`config.mk`:
```
export PLATFORM = sky130hd
export DESIGN_NAME = clock_set_ctrl
export DESIGN_NICKNAME = d
export VERILOG_FILES = /design/src/rtl/clock_pkg.sv /design/src/rtl/key_debounce.sv /design/src/rtl/clock_set_ctrl.sv
export SDC_FILE = /design/constraint.sdc
export NUM_CORES = 1
export LEC_CHECK = 0
export CORE_UTILIZATION = 60
export DETAILED_ROUTE_END_ITERATION = 6
export PLACE_DENSITY = 0.81
export SYNTH_ARGS = -nofsm -noshare
export SYNTH_HDL_FRONTEND = slang
export SYNTH_HIERARCHICAL = 1
export SYNTH_SLANG_ARGS = --single-unit
```
`constraint.sdc`:
```
create_clock -name clk -period 4 [get_ports clk]
set_clock_uncertainty 0.05 [all_clocks]
set_input_delay 0.4 -clock clk [delete_from_list [all_inputs] [get_ports clk]]
set_output_delay 0.4 -clock clk [all_outputs]
set_load 0.02 [all_outputs]
```
`src/rtl/clock_pkg.sv`:
```
// Shared types and constants for the 24h BCD clock: digit type, field limits,
// key indices and the set-sequencer state encoding.
package clock_pkg;

    typedef logic [3:0] bcd_t;

    localparam bcd_t HOUR_MAX_H = 4'd2;
    localparam bcd_t HOUR_MAX_L = 4'd3;
    localparam bcd_t MIN_MAX_H  = 4'd5;
    localparam bcd_t MIN_MAX_L  = 4'd9;

    localparam int K_HA     = 0;
    localparam int K_HD     = 1;
    localparam int K_MA     = 2;
    localparam int K_MD     = 3;
    localparam int NUM_KEYS = 4;

    typedef enum logic [1:0] {
        ST_IDLE     = 2'd0,
        ST_FIRST    = 2'd1,
        ST_REPEAT   = 2'd2,
        ST_WAIT_REL = 2'd3
    } set_state_e;

endpackage

```
`src/rtl/key_debounce.sv`:
```
// One raw active-low key: 2-FF synchroniser followed by a ms-tick debounce counter.
// The accepted level only moves after the synced level has disagreed with it for
// DEBOUNCE_MS consecutive ticks.
module key_debounce #(
    parameter int DEBOUNCE_MS = 20
) (
    input  logic clk,
    input  logic rst_n,
    input  logic tick_i,
    input  logic key_i,
    output logic key_o
);

    localparam int CW = $clog2(DEBOUNCE_MS + 1);

    logic [1:0]    sync_q;
    logic [CW-1:0] cnt_q;
    logic          key_q;

    always_ff @(posedge clk or negedge rst_n) begin
        if (!rst_n) begin
            sync_q <= 2'b11;
            cnt_q  <= '0;
            key_q  <= 1'b1;
        end else begin
            sync_q <= {sync_q[0], key_i};
            // Any reversal (synced level back to accepted level) restarts the count.
            if (sync_q[1] == key_q) begin
                cnt_q <= '0;
            end else if (tick_i) begin
                if (cnt_q == CW'(DEBOUNCE_MS - 1)) begin
                    key_q <= sync_q[1];
                    cnt_q <= '0;
                end else begin
                    cnt_q <= cnt_q + 1'b1;
                end
            end
        end
    end

    assign key_o = key_q;

endmodule

```
`src/rtl/clock_set_ctrl.sv`:
```
// Time-set sequencer for the BCD clock core: debounces the four set keys, issues
// single and auto-repeat steps, and hands the stepped time to the core as load/value.
module clock_set_ctrl
    import clock_pkg::*;
#(
    parameter int CLK_HZ          = 12_000_000,
    parameter int DEBOUNCE_MS     = 20,
    parameter int REPEAT_DELAY_MS = 600,
    parameter int REPEAT_RATE_MS  = 200
) (
    input  logic       clk,
    input  logic       rst_n,
    input  logic       hour_a,
    input  logic       hour_d,
    input  logic       min_a,
    input  logic       min_d,
    input  logic [3:0] cur_hour_high,
    input  logic [3:0] cur_hour_low,
    input  logic [3:0] cur_min_high,
    input  logic [3:0] cur_min_low,
    output logic       load,
    output logic [3:0] load_hour_high,
    output logic [3:0] load_hour_low,
    output logic [3:0] load_min_high,
    output logic [3:0] load_min_low,
    output logic       editing
);

    localparam int TICK_DIV = CLK_HZ / 1000;
    localparam int TW       = $clog2(TICK_DIV + 1);
    localparam int RMAX     = (REPEAT_DELAY_MS > REPEAT_RATE_MS) ? REPEAT_DELAY_MS : REPEAT_RATE_MS;
    localparam int RW       = $clog2(RMAX + 1);
    localparam logic [4:0] H_TOP = 5'(int'(HOUR_MAX_H) * 10 + int'(HOUR_MAX_L));
    localparam logic [5:0] M_TOP = 6'(int'(MIN_MAX_H) * 10 + int'(MIN_MAX_L));

    // ---------------- 1 ms tick ----------------
    logic [TW-1:0] tick_cnt_q;
    logic          tick;

    assign tick = (tick_cnt_q == TW'(TICK_DIV - 1));

    always_ff @(posedge clk or negedge rst_n) begin
        if (!rst_n) tick_cnt_q <= '0;
        else        tick_cnt_q <= tick ? '0 : tick_cnt_q + 1'b1;
    end

    // ---------------- key conditioning ----------------
    logic [NUM_KEYS-1:0] key_raw, key_db, key_prev_q, key_fall;

    assign key_raw[K_HA] = hour_a;
    assign key_raw[K_HD] = hour_d;
    assign key_raw[K_MA] = min_a;
    assign key_raw[K_MD] = min_d;

    for (genvar g = 0; g < NUM_KEYS; g++) begin : g_key
        key_debounce #(.DEBOUNCE_MS(DEBOUNCE_MS)) u_db (
            .clk    (clk),
            .rst_n  (rst_n),
            .tick_i (tick),
            .key_i  (key_raw[g]),
            .key_o  (key_db[g])
        );
    end

    assign key_fall = key_prev_q & ~key_db;

    // ---------------- FSM state and key selection ----------------
    set_state_e    state_q;
    logic [1:0]    sel_q, sel_d;
    logic [RW-1:0] rep_cnt_q;
    logic          step_pend_q;
    logic          sel_held, any_held, step;

    assign sel_held = ~key_db[sel_q];
    assign any_held = ~&key_db;

    always_comb begin
        sel_d = 2'(K_MD);
        if      (key_fall[K_HA]) sel_d = 2'(K_HA);
        else if (key_fall[K_HD]) sel_d = 2'(K_HD);
        else if (key_fall[K_MA]) sel_d = 2'(K_MA);
    end

    always_comb begin
        step = 1'b0;
        case (state_q)
            ST_FIRST:  step = step_pend_q | (sel_held & tick & (rep_cnt_q == RW'(REPEAT_DELAY_MS - 1)));
            ST_REPEAT: step = sel_held & tick & (rep_cnt_q == RW'(REPEAT_RATE_MS - 1));
            default:   step = 1'b0;
        endcase
    end

    // ---------------- BCD step ----------------
    logic       hour_ok, min_ok;
    logic [4:0] hbin, hbin_d;
    logic [5:0] mbin, mbin_d;
    bcd_t       ld_hh_d, ld_hl_d, ld_mh_d, ld_ml_d;

    always_comb begin
        hour_ok = ((cur_hour_high < HOUR_MAX_H) && (cur_hour_low <= 4'd9)) ||
                  ((cur_hour_high == HOUR_MAX_H) && (cur_hour_low <= HOUR_MAX_L));
        min_ok  = (cur_min_high <= MIN_MAX_H) && (cur_min_low <= MIN_MAX_L);
        // Out-of-range fields collapse to 00 before stepping.
        hbin    = hour_ok ? 5'(cur_hour_high) * 5'd10 + 5'(cur_hour_low) : 5'd0;
        mbin    = min_ok  ? 6'(cur_min_high) * 6'd10 + 6'(cur_min_low)   : 6'd0;
        hbin_d  = hbin;
        mbin_d  = mbin;
        case (sel_q)
            2'(K_HA): hbin_d = (hbin == H_TOP) ? 5'd0 : hbin + 5'd1;
            2'(K_HD): hbin_d = (hbin == 5'd0)  ? H_TOP : hbin - 5'd1;
            2'(K_MA): mbin_d = (mbin == M_TOP) ? 6'd0 : mbin + 6'd1;
            default:  mbin_d = (mbin == 6'd0)  ? M_TOP : mbin - 6'd1;
        endcase
        ld_hh_d = bcd_t'(hbin_d / 5'd10);
        ld_hl_d = bcd_t'(hbin_d % 5'd10);
        ld_mh_d = bcd_t'(mbin_d / 6'd10);
        ld_ml_d = bcd_t'(mbin_d % 6'd10);
    end

    // ---------------- sequencer and registered outputs ----------------
    logic load_q, editing_q;
    bcd_t ld_hh_q, ld_hl_q, ld_mh_q, ld_ml_q;

    always_ff @(posedge clk or negedge rst_n) begin
        if (!rst_n) begin
            state_q     <= ST_IDLE;
            sel_q       <= '0;
            rep_cnt_q   <= '0;
            step_pend_q <= 1'b0;
            key_prev_q  <= '1;
            load_q      <= 1'b0;
            ld_hh_q     <= '0;
            ld_hl_q     <= '0;
            ld_mh_q     <= '0;
            ld_ml_q     <= '0;
            editing_q   <= 1'b0;
        end else begin
            key_prev_q <= key_db;
            editing_q  <= any_held;
            load_q     <= step;
            if (step) begin
                ld_hh_q <= ld_hh_d;
                ld_hl_q <= ld_hl_d;
                ld_mh_q <= ld_mh_d;
                ld_ml_q <= ld_ml_d;
            end
            case (state_q)
                ST_IDLE: begin
                    if (|key_fall) begin
                        sel_q       <= sel_d;
                        rep_cnt_q   <= '0;
                        step_pend_q <= 1'b1;
                        state_q     <= ST_FIRST;
                    end
                end
                ST_FIRST: begin
                    step_pend_q <= 1'b0;
                    if (!step_pend_q && !sel_held) begin
                        state_q <= ST_IDLE;
                    end else if (tick) begin
                        if (rep_cnt_q == RW'(REPEAT_DELAY_MS - 1)) begin
                            rep_cnt_q <= '0;
                            state_q   <= ST_REPEAT;
                        end else begin
                            rep_cnt_q <= rep_cnt_q + 1'b1;
                        end
                    end
                end
                ST_REPEAT: begin
                    if (!sel_held) begin
                        state_q <= any_held ? ST_WAIT_REL : ST_IDLE;
                    end else if (tick) begin
                        rep_cnt_q <= (rep_cnt_q == RW'(REPEAT_RATE_MS - 1)) ? '0 : rep_cnt_q + 1'b1;
                    end
                end
                default: begin
                    if (&key_db) state_q <= ST_IDLE;
                end
            endcase
        end
    end

    assign load           = load_q;
    assign load_hour_high = ld_hh_q;
    assign load_hour_low  = ld_hl_q;
    assign load_min_high  = ld_mh_q;
    assign load_min_low   = ld_ml_q;
    assign editing        = editing_q;

endmodule

```
Word-level counts from Yosys, hierarchy flattened
Index checks and enable logic that the tools add are counted.

cells by class
  add/sub/neg operators = 12
  $mul = 2
  divide/modulo/power cells = 4
  $lt $le $gt $ge = 6
  equal/unequal tests = 26
  muxes and demuxes = 45
  bitwise gates (word level) = 11
  reduce and logical (&&, ||, !) cells = 29

operator list
  kind                                                    count
  two-way mux 5 bit                                       15
  two-way mux 10 bit                                      7
  case mux 10 bit (3 select lines)                        1
  adder 5 x 1 -> 5 bit (second input constant)            5
  == test 5 bit (second input constant)                   5
  two-way mux 2 bit                                       9
  two-way mux 6 bit                                       3
  adder 14 x 1 -> 14 bit (second input constant)          1
  == test 14 bit (second input constant)                  1
  two-way mux 14 bit                                      1
  != test 2 bit (second input constant)                   6
  case mux 6 bit (2 select lines)                         1
  AND reduction 3 bit                                     4
  adder 10 x 1 -> 10 bit (second input constant)          1
  == test 10 bit (second input constant)                  1
  == test 10 x 8 -> 1 bit (second input constant)         1
  case mux 5 bit (2 select lines)                         1
  nonzero test 2 bit                                      5
  less-or-equal comparator 4 bit (second input constant)  2
  adder 6 x 1 -> 6 bit (second input constant)            1
  adder 6 x 4 -> 6 bit                                    1
  divider 6 x 4 -> 6 bit (second input constant)          1
  == test 6 bit (second input constant)                   1
  zero test 6 bit                                         1
  39 further kinds                                        60

storage, ports and cells
  bits in registers = 83
  output and inout port bits = 18
  logic and storage cells = 159

Logic depth before layout (Yosys ltp)
Gate-level depths: netlist of the first run.

  depth after elaboration = 8
  gate-level depth with buffers = 22

Hierarchy
The synthesis of the first run kept the hierarchy.

by module, submodules not included
  module          instances  cells an instance  area an instance (um^2)
  clock_set_ctrl  1          477                4012.6
  key_debounce    4          31                 370.4

Worst setup path before layout of the first run
OpenSTA, ideal clock, no wires.

  path type = input to register
  start point = input port cur_min_high[0]
  end point = register ld_ml_q[3], in the netlist load_min_low[3]
  library setup time = 79 ps
  arrival time = 3808 ps
  data required time = 3871 ps
  path slack = 63 ps
  cell stages on the path = 18
  cell sequence = ha_1 ha_1 buf_2 nor2b_1 o21ai_1 xnor2_1 buf_2 o311ai_0 a21o_1 nor2_1 nor2_1 mux2_2 mux2i_1 ha_1 inv_1 or3_1 a31o_1 a2bb2oi_1

between the ends
  word-level cells in the longest chain between the ends = 7
  elaborated cells on any way between the ends = 13

RTL lines
  item                                                                                  RTL line                                      source
  start: declaration                                                                    clock_set_ctrl.sv:19                          input logic [3:0] cur_min_high,
  multiplier 4 x 3 -> 5 bit or less-or-equal comparator 4 x 3 -> 1 bit (tied branches)  clock_set_ctrl.sv:105, clock_set_ctrl.sv:102
  adder 6 x 4 -> 6 bit or logical AND 1 bit (tied branches)                             clock_set_ctrl.sv:105, clock_set_ctrl.sv:102
  two-way mux 6 bit (*)                                                                 clock_set_ctrl.sv:105                         mbin = min_ok ? 6'(cur_min_high) * 6'd10 + 6'(cur_min_low) : 6'd0;
  subtractor 6 x 1 -> 6 bit (tied with other cells)                                     clock_set_ctrl.sv:112                         default: mbin_d = (mbin == 6'd0) ? M_TOP : mbin - 6'd1;
  two-way mux 6 bit, on equally long branches                                           clock_set_ctrl.sv:112, clock_set_ctrl.sv:111
  case mux 6 bit (2 select lines) (*)                                                   clock_set_ctrl.sv:108                         case (sel_q)
  remainder unit 6 x 4 -> 6 bit (*)                                                     clock_set_ctrl.sv:117                         ld_ml_d = bcd_t'(mbin_d % 6'd10);
  end signal: assignment                                                                clock_set_ctrl.sv:145                         ld_ml_q <= ld_ml_d;
  end: declaration                                                                      clock_set_ctrl.sv:122                         bcd_t ld_hh_q, ld_hl_q, ld_mh_q, ld_ml_q;

Every way passes the cells marked *; elsewhere a longest branch is shown, timed or not.
A chain may end at the register's enable or synchronous reset.

Worst setup path in the final report of the first run
  start point = input port cur_min_low[2]
  end point = register ld_ml_q[3], in the netlist load_min_low[3]

between the ends
  word-level cells in the longest chain between the ends = 7
  elaborated cells on any way between the ends = 12

RTL lines
  item                                                                          RTL line                                      source
  start: declaration                                                            clock_set_ctrl.sv:20                          input logic [3:0] cur_min_low,
  parallel branches: the longest is 2 deep, another holds adder 6 x 4 -> 6 bit  -
  two-way mux 6 bit (*)                                                         clock_set_ctrl.sv:105
  subtractor 6 x 1 -> 6 bit (tied with other cells)                             clock_set_ctrl.sv:112
  two-way mux 6 bit, on equally long branches                                   clock_set_ctrl.sv:112, clock_set_ctrl.sv:111
  case mux 6 bit (2 select lines) (*)                                           clock_set_ctrl.sv:108
  remainder unit 6 x 4 -> 6 bit (*)                                             clock_set_ctrl.sv:117

Every way passes the cells marked *.

==> results.ini, run 1 <==
[floorplanning]
core-area_um2 = 8810
initial_core_util_pct = 62.4
design.die.area_um2 = 9540
design.portCount = 40
dieWidth_um = 97.7
die-height_um = 97.7
std_cell_rows = 34

[critical_path]
crit_type = in -> reg
r2r_end = load_hour_low[1]$_DFFE_PN0P_
ff2ff_setup_slack_ns = 0.48
crit_fanout = 3
ff2ff_path_depth = 16
cp.arrival_ns = 4.20
required_ns = 4.25
worstSetupEndpointType = flip-flop
cp-start-kind = input port
r2r_start = sel_q[0]$_DFFE_PN0P_

[flow_run]
drv_cap = 0

[synthesis]
ys_types = 80
yosysTopAreaCell = dfrtp_1
synth_ff_type = dfrtp_1
synth_common_cells = dfrtp_1, nand2_1, nor2_1
synth_top_area_share_pct = 29.2
synth_area_um2 = 5490
ys_seq_area_share_pct = 36.8
synth_edf_count = 0
avgSynthCellArea_um2 = 9.14
synthTopCellsByArea = dfrtp_1, dfstp_2, ha_1, nand2_1, a21oi_1
netlist_instances = 601
async_reset_ff_share_pct = 100
ys_ff_latch = 80
synth_warnings = 6
synth.most_common_cell = dfrtp_1

[routing]
wl_per_cell_um = 17.4
wirelength_mm = 14.5
ant_nets = 0
drt_iter0_markers = 306
drt_first_pass_iters = 7
num_vias = 5162
avgViaCountPerCell = 6.19
drc = 10

[placement]
io_buffers = 36
gp_congestion = 0.946
dpl.hpwl_mm = 9.41
place_area_um2 = 6500
post-place-ws_ns = -0.454

[timing]
fin_crit_sh_pct = 98.8
hold_viol_final = 0
finalWorstSetupSlack_ns = 0.0474
finalMaxSlewViolations = 0
hold_slack_ns = 0.110
finalSetupViolations = 0
relSlewSlack_pct = 34.6
tns_ns = 0
max_clock_freq_ghz = 0.253
min_period_ns = 3.95
worst_pin_slew_ns = 0.982

[global_route]
busiest_layer = met2
grt_pass1_wl_mm = 22.3
grt.met1_usage_pct = 36.6
met3_usage_pct = 4.46
grt_max_degree = 81
antenna_found_initial = 0
grt_pass1_vias = 4981
met2_usage_pct = 50.4
grt_usage_pct = 29.0
gr-total-overflow = 0

[pwr]
peakVddDrop_v = 0.000304
finalPower_uw = 2010
p_leak_uw = 0.00318
power_density_nw_per_um2 = 280

[clock_tree]
clock_latency_ns = 0.37
cts_tree = yes
cts-root-buf = clkbuf_8
h-tree-depth = 3
path_clk_slew_ns = 0.10
cts_buffer_depth = 2
cts_buffers = 9
ctsHoldBuffers = 0
cts_sinks = 80

[cells_and_area]
fillerInstances = 531
finalNetCount = 776
drive_gt1_share_pct = 26.2
area_delta_synth_final_pct = 30.2
final_area_um2 = 7160
n_antenna_cell = 0

[run_status]
outcome = complete, but fails checks
violations = design-rule violations

[hold_path]
hp-class = in -> async

stage by stage:
stage / util (%) / cells
floorplan: - / 603
global placement: 73.8 / 808
detailed placement: 73.8 / 808
CTS: 76.4 / 824
global route: 81.3 / 834
finish: 81.3 / 834
power breakdown:
part / switching (uW) / internal [uW]
logic: 308 / 269
clock network: 356 / 250
registers: 4.14 / 819
kinds of logic after synthesis:
| kind of cell | after synthesis | share of synthesized area (%) |
|---|---|---|
| and+or+nand+nor | 226 | 21.7 |
| AOI/OAI and AO/OA | 163 | 20.5 |
| DFF | 80 | 36.8 |
| buffers and inverters | 43 | 3.32 |
| xor gates and xnor gates | 37 | 5.90 |
| adders and majority gates | 34 | 7.97 |
| muxes | 17 | 3.76 |
| other | 1 | 0.0683 |
worst max path at each step:
| stage | startpoint | end | cells after the start | slack [ns] |
|---|---|---|---|---|
| 4_1_cts | cur_min_high[0] | load_min_low[3]$_DFFE_PN0P_ | 19 | 0.005 |
| 2_1_floorplan | cur_min_high[0] | load_min_low[3]$_DFFE_PN0P_ | 18 | 0.06 |
| 6_report | cur_min_low[2] | load_min_low[3]$_DFFE_PN0P_ | 20 | 0.05 |
| 5_1_grt | cur_min_low[2] | load_min_low[3]$_DFFE_PN0P_ | 20 | -0.16 |
| 3_3_place_gp | cur_hour_high[0] | load_hour_low[1]$_DFFE_PN0P_ | 18 | -0.30 |
| 3_5_place_dp | cur_hour_high[0] | load_hour_low[1]$_DFFE_PN0P_ | 18 | -0.45 |
final cells by class:
class,instances,area [um^2],share of cell area (%)
Timing Repair Buffer,123,1030,14.5
Clock buffer,9,124,1.73
Inverter,27,101,1.42
Clock inverter,7,76.3,1.07
Sequential cell,80,2020,28.3
Multi-Input combinational cell,480,3660,51.2
Tap cell,108,135,1.89
state kept, by name, summed over array words and instances, names as in the netlist:
register and cells:
editing 1, g_key.u_db/cnt_q 20, g_key.u_db/key_o 4, g_key.u_db/sync_q 8, key_prev_q 4, load 1, load_hour_high 2, load_hour_low 4
load_min_high 3, load_min_low 4, rep_cnt_q 10, sel_q 2, state_q 2, step_pend_q 1, tick_cnt_q 14
layout by cell type, fill, tap and decap left out, types with 8 or more instances in the layout:
cell type,count
and3_1,9
ha_1,21
nor2_1,44
buf_4,87
dfstp_2,16
nand2b_1,10
inv_1,24
dlymetal6s2s_1,10
nor2b_1,10
clkbuf_8,9
nand2_1,62
a21oi_1,38
nand4_1,8
xor2_1,17
a21o_1,14
nand3_1,22
clkdlybuf4s50_1,24
nor3_1,9
dfrtp_1,64
xnor2_1,15
o21ai_1,10
o21ai_0,26
timing repair:
action / CTS / global route
buffers inserted: 0 / 10
endpoints found under the setup margin: 3 / 5
resized for setup: 8 / 69
pin swaps: 3 / 28
critical path: stages:
cell and delay, ns:
clkdlybuf4s50_1 0.45, buf_4 0.17, o21ai_1 0.21, and2_1 0.20, nand2_1 0.08, inv_1 0.09, ha_1 0.19, and3_1 0.18
buf_4 0.12, nand3_1 0.11, o211ai_1 0.25, a21o_1 0.26, nor3_4 0.06, mux2_4 0.27, mux2i_2 0.17, ha_2 0.21
inv_1 0.05, or3_1 0.37, a31o_1 0.24, a2bb2oi_2 0.13
per-layer routing:
metal / up-vias / part of all wire (%)
met5: - / 0
met4: 0 / 1.7
met3: 24 / 4.9
met2: 180 / 51
met1: 2526 / 42
li1: 2432 / -
No activity file was read; power rests on OpenSTA's default activity.
==> inputs of run 2 (changes only) <==
CTS_BUF_LIST = sky130_fd_sc_hd__clkbuf_8 sky130_fd_sc_hd__clkbuf_16   (was not set)
==> results of run 2 <==
Final layout, timing and power as in run 1 (identical DEF).
